`src/rtl/l1_mem_arbiter.sv`:
```
`default_nettype none
// ============================================================================
// l1_mem_arbiter : shares one memory port between I-cache and D-cache bursts
// Revision 1.0 - initial release
// ============================================================================
module l1_mem_arbiter #(
    parameter int ADDR_W       = 32,
    parameter int DATA_W       = 32,
    parameter int BLOCK_WORDS  = 4,
    parameter int STARVE_LIMIT = 4
) (
    input  logic              clock,
    input  logic              reset,
    input  logic              ic_req,
    input  logic [ADDR_W-1:0] ic_addr,
    output logic              ic_gnt,
    output logic              ic_rvalid,
    output logic [DATA_W-1:0] ic_rdata,
    output logic              ic_done,
    input  logic              dc_req,
    input  logic              dc_we,
    input  logic [ADDR_W-1:0] dc_addr,
    input  logic [DATA_W-1:0] dc_wdata,
    output logic              dc_wnext,
    output logic              dc_gnt,
    output logic              dc_rvalid,
    output logic [DATA_W-1:0] dc_rdata,
    output logic              dc_done,
    output logic              mem_en,
    output logic              mem_we,
    output logic [ADDR_W-1:0] mem_addr,
    output logic [DATA_W-1:0] mem_wdata,
    input  logic              mem_ready,
    input  logic [DATA_W-1:0] mem_rdata,
    output logic              busy,
    output logic              owner
);
    localparam int c_beat_w   = $clog2(BLOCK_WORDS);
    localparam int c_off_w    = c_beat_w + 2;
    localparam int c_starve_w = $clog2(STARVE_LIMIT + 1);
    localparam logic [c_beat_w-1:0]   c_last_beat  = c_beat_w'(BLOCK_WORDS - 1);
    localparam logic [c_starve_w-1:0] c_starve_max = c_starve_w'(STARVE_LIMIT);

    typedef enum logic [1:0] {
        ST_IDLE = 2'd0,
        ST_XFER = 2'd1,
        ST_DONE = 2'd2
    } state_t;

    state_t                     r_state;
    state_t                     w_state_nxt;
    logic [c_beat_w-1:0]        r_beat;
    logic [c_starve_w-1:0]      r_starve;
    logic [ADDR_W-c_off_w-1:0]  r_base;
    logic                       r_owner;
    logic                       r_we;
    logic                       r_first;
    logic                       r_ic_rvalid;
    logic                       r_dc_rvalid;
    logic [DATA_W-1:0]          r_ic_rdata;
    logic [DATA_W-1:0]          r_dc_rdata;
    logic                       w_pick_ic;
    logic                       w_pick_dc;
    logic                       w_beat_ok;

    // Block offset bits of the request addresses are dropped by design.
    logic w_unused_offset;
    assign w_unused_offset = ^{ic_addr[c_off_w-1:0], dc_addr[c_off_w-1:0]};

    always_comb begin
        w_state_nxt = r_state;
        w_pick_ic   = 1'b0;
        w_pick_dc   = 1'b0;
        mem_en      = 1'b0;
        mem_we      = 1'b0;
        ic_gnt      = 1'b0;
        dc_gnt      = 1'b0;
        ic_done     = 1'b0;
        dc_done     = 1'b0;
        case (r_state)
            ST_IDLE: begin
                // D-cache wins ties until the I-cache has been passed over STARVE_LIMIT times
                if (dc_req && !(ic_req && r_starve == c_starve_max)) begin
                    w_pick_dc = 1'b1;
                end else if (ic_req) begin
                    w_pick_ic = 1'b1;
                end
                if (w_pick_dc || w_pick_ic) begin
                    w_state_nxt = ST_XFER;
                end
            end
            ST_XFER: begin
                mem_en = 1'b1;
                mem_we = r_owner & r_we;
                ic_gnt = r_first & ~r_owner;
                dc_gnt = r_first & r_owner;
                if (mem_ready && r_beat == c_last_beat) begin
                    w_state_nxt = ST_DONE;
                end
            end
            ST_DONE: begin
                ic_done     = ~r_owner;
                dc_done     = r_owner;
                w_state_nxt = ST_IDLE;
            end
            default: w_state_nxt = ST_IDLE;
        endcase
    end

    assign w_beat_ok = mem_en & mem_ready;
    assign mem_addr  = {r_base, r_beat, 2'b00};
    assign mem_wdata = dc_wdata;
    assign dc_wnext  = mem_en & mem_we & mem_ready;
    assign busy      = (r_state != ST_IDLE);
    assign owner     = r_owner;
    assign ic_rvalid = r_ic_rvalid;
    assign dc_rvalid = r_dc_rvalid;
    assign ic_rdata  = r_ic_rdata;
    assign dc_rdata  = r_dc_rdata;

    always_ff @(posedge clock) begin
        if (!reset) begin
            r_state     <= ST_IDLE;
            r_beat      <= '0;
            r_starve    <= '0;
            r_base      <= '0;
            r_owner     <= 1'b0;
            r_we        <= 1'b0;
            r_first     <= 1'b0;
            r_ic_rvalid <= 1'b0;
            r_dc_rvalid <= 1'b0;
            r_ic_rdata  <= '0;
            r_dc_rdata  <= '0;
        end else begin
            r_state     <= w_state_nxt;
            r_first     <= w_pick_ic | w_pick_dc;
            r_ic_rvalid <= w_beat_ok & ~r_owner;
            r_dc_rvalid <= w_beat_ok & r_owner & ~r_we;
            if (w_beat_ok) begin
                r_beat <= r_beat + 1'b1;
                if (!r_owner) begin
                    r_ic_rdata <= mem_rdata;
                end else if (!r_we) begin
                    r_dc_rdata <= mem_rdata;
                end
            end
            if (r_state == ST_IDLE) begin
                if (w_pick_dc) begin
                    r_owner <= 1'b1;
                    r_we    <= dc_we;
                    r_base  <= dc_addr[ADDR_W-1:c_off_w];
                    r_beat  <= '0;
                end else if (w_pick_ic) begin
                    r_owner <= 1'b0;
                    r_we    <= 1'b0;
                    r_base  <= ic_addr[ADDR_W-1:c_off_w];
                    r_beat  <= '0;
                end
                if (w_pick_dc && ic_req) begin
                    if (r_starve != c_starve_max) begin
                        r_starve <= r_starve + 1'b1;
                    end
                end else begin
                    r_starve <= '0;
                end
            end
        end
    end

endmodule
`default_nettype wire
```
`config.mk`:
```
export PLATFORM = sky130hd
export DESIGN_NAME = l1_mem_arbiter
export DESIGN_NICKNAME = d
export VERILOG_FILES = /design/src/rtl/l1_mem_arbiter.sv
export SDC_FILE = /design/constraint.sdc
export NUM_CORES = 1
export LEC_CHECK = 0
export ABC_AREA = 1
export CELL_PAD_IN_SITES_DETAIL_PLACEMENT = 0
export CELL_PAD_IN_SITES_GLOBAL_PLACEMENT = 1
export CORE_AREA = 2 2 157 121
export CTS_CLUSTER_DIAMETER = 50
export DETAILED_ROUTE_END_ITERATION = 10
export DIE_AREA = 0 0 159 123
export MAX_ROUTING_LAYER = met4
export PLACE_DENSITY = 0.83
export SLEW_MARGIN = 20
export SYNTH_ARGS = -nofsm -noshare
export SYNTH_HDL_FRONTEND = slang
export SYNTH_SLANG_ARGS = --single-unit
```
`constraint.sdc`:
```
create_clock -name clock -period 4 [get_ports clock]
set_clock_uncertainty 0.2 [all_clocks]
set_input_delay 1 -clock clock [delete_from_list [all_inputs] [get_ports clock]]
set_output_delay 1 -clock clock [all_outputs]
set_load 0.05 [all_outputs]
```
==> results.md <==
- Commonest non-fill, non-tap cell in the layout: clkdlybuf4s50_1
- Reg clk slew, reported paths: 60 ps
- Arrival time of the worst setup path: 2350 ps
- Pint: 1.92 mW
- Worst Path Required: 2800 ps
- Area of the multi-input gates: 0.00182 mm²
- Area of placed instances: 0.00667 mm²
- Crit path capture type: output pin
- Remaining global-route overflow: 0
- Design Power: 2.78 mW
- Initial antenna violation count: 0
- Min-delay worst type: reg -> reg
- CTS HTree Levels: 3
- Register Area: 0.00208 mm²
- CTS tree: built
- Critical path class: in -> out
- Final hold slack: 249 ps
- I/O Pins: 273
- Pre-CTS setup slack: 507 ps
- CTS buffer count: 9
- Buffers on Ports: 198
- Maxcap violations: 0
- Cell Pwr Density: 398 mW/mm²
- Nets: 977
- WL per Instance: 12.6 µm
- RSZ-0062 raised after global routing: false
- Largest net degree at the start of global routing: 66
- Die footprint: 0.0196 mm²
- CTS sink count: 104
- Layout Area Growth over Synthesis: 46.7%
- Slowest cell on crit path: clkdlybuf4s50_1
- Design Area, Final: 0.00699 mm²
- Final period util: 88.8%
- Slew margin rel.: 56.3%
- Final Max Slew Viols: 0
- Highest net fanout along the worst path: 3
- Die Span X: 159 µm
- Post-CTS Setup Inserts: 0
- Global-route wire length before repair: 22100 µm
- Commonest non-fill, non-tap cells in the layout: 196 x clkdlybuf4s50_1, 153 x nand2_1, 141 x nor2_1
- Final GP Congestion: 0.789
- Post-route ant nets: 0
- Net Sw Frac: 30.8%
- Vias: 4437
- Final Util: 38.7%
- Number of global-route vias before repair: 4208
- Synth Area per Inst: 6.90 µm²
- Slowest stage delay, CP: 550 ps
- Final wirelength: 13700 µm
- Status: completed
- Sequential share of power: 40.9%
- Leak: 3.12 nW
- Measured slew at the worst slew-check pin: 656 ps
- FP Rows: 43
- Sum Neg Setup Slack: 0 ps
- Hold_buf cts: 0
- Synth warnings: 0
- Psw: 857 µW
- Synth area leader: dfxtp_1
- DP HPWL: 9580 µm
- # diodes: 0
- Post-synth top area share: 43.7%
- Number of DRC markers in iteration 0: 218
- Fmax: 0.281 GHz
- Core Region: 0.0181 mm²
- Final setup fails: 0
- Mapped Cells: 691
- Layout cells sized above 1: 4.51%
- Comb power frac: 24.7%
- Largest cells by area after synthesis: dfxtp_1 44%, nand2_1 12%, nor2_1 11%
- Register bit total from synthesis: 104
- 1st-pass router iterations: 6
- Netlist cell types: 26
- Via density: 4.07
- Worst-skew pair later-pin latency: 340 ps
- CTS max path bufs: 2
- Layout fillers: 1931
- Post-Syn Area: 0.00477 mm²
- GRT Util Overall: 14.5%
- Placed cells: 1076
- Maximum vdd drop: 0.000205 V
- Critical-path cell list: clkdlybuf4s50_1 -> inv_1 -> nor4_1 -> buf_4 -> buf_12
- Period minus WS final: 3550 ps
- Final Worst Setup Slack: 447 ps
- Register area share after synthesis: 43.7%
- Residual DRC: 0
- Initial core utilization: 26.4%
- Clock power share: 34.4%
- Crit path launch type: input port
- Root buf cell: clkbuf_16
- Resize count post-CTS: 0
- Fin cells: 1090
- Die Y: 123 µm
- Final Hold Viols: 0
==> Yosys cell counts (all sizes together) <==
library cell	instances
nand2	157
nor2	145
dfxtp	104
inv	101
buf	54
o21ai	36
nand3	30
nand4	29
clkbuf	17
nor3	7
ha	3
a21oi	2
xnor2	2
clkinv	1
conb	1
nor4	1
o22ai	1
==> critical path: cells and delay by family <==
kind	cells	cell delay [ps]
and+or+nand+nor	1	370
buffers and inverters	4	990
==> state kept, by name, summed over array words and instances (netlist names) <==
| name | flops |
|---|---|
| dc_rdata | 32 |
| ic_rdata | 32 |
| r_base | 28 |
| r_starve | 3 |
| r_beat | 2 |
| r_state | 2 |
| dc_rvalid | 1 |
| ic_rvalid | 1 |
| owner | 1 |
| r_first | 1 |
| r_we | 1 |
==> power groups by stage <==
stage | Clock (mW) | Sequential, mW | Combinational, mW
floorplan | 0 | 1.38 | 0.290
global route | 1.03 | 1.15 | 0.737
CTS | 0.997 | 1.14 | 0.692
detailed placement | 0 | 1.16 | 0.689
finish | 0.956 | 1.14 | 0.685
global placement | 0 | 1.16 | 0.690
==> path summary, 6_finish.rpt <==
path	to	start	slack (ps)	depth (start not counted)
worst min-delay path	r_base[0]	r_base[0]	250	2
worst min register to register	r_base[0]	r_base[0]	250	2
worst max-delay path	dc_wnext	mem_ready	450	5
worst max register to register	r_base[0]	r_state[0]	1970	7
==> metal layers <==
layer | track usage [%] | share of wire [%] | vias to the layer above
li1 | - | - | 2348
met1 | 19.2 | 50 | 1956
met2 | 21.8 | 44 | 122
met3 | 4.09 | 5.4 | 11
met4 | 4.09 | 1.2 | 0
met5 | - | 0 | -
==> layout make-up <==
class | count | area share (%)
clock inverters | 4 | 1.11
well taps | 247 | 4.42
inverters | 102 | 5.50
flip-flops and latches | 104 | 29.8
repair buffers | 208 | 29.7
clock buffers | 10 | 3.42
multi-input cells | 415 | 26.1
==> cells by family (layout without fill, tap and decap cells) <==
logic type	Yosys count	count (layout)	share of synthesized area, %
AOI/OAI and AO/OA	39	39	4.20
other	1	2	0.0787
DFF	104	104	43.7
adders and majority gates	3	3	0.788
buffers and inverters	173	324	18.2
xor gates and xnor gates	2	2	0.368
and+or+nand+nor	369	369	32.7
(Power assumes the default switching activity.)
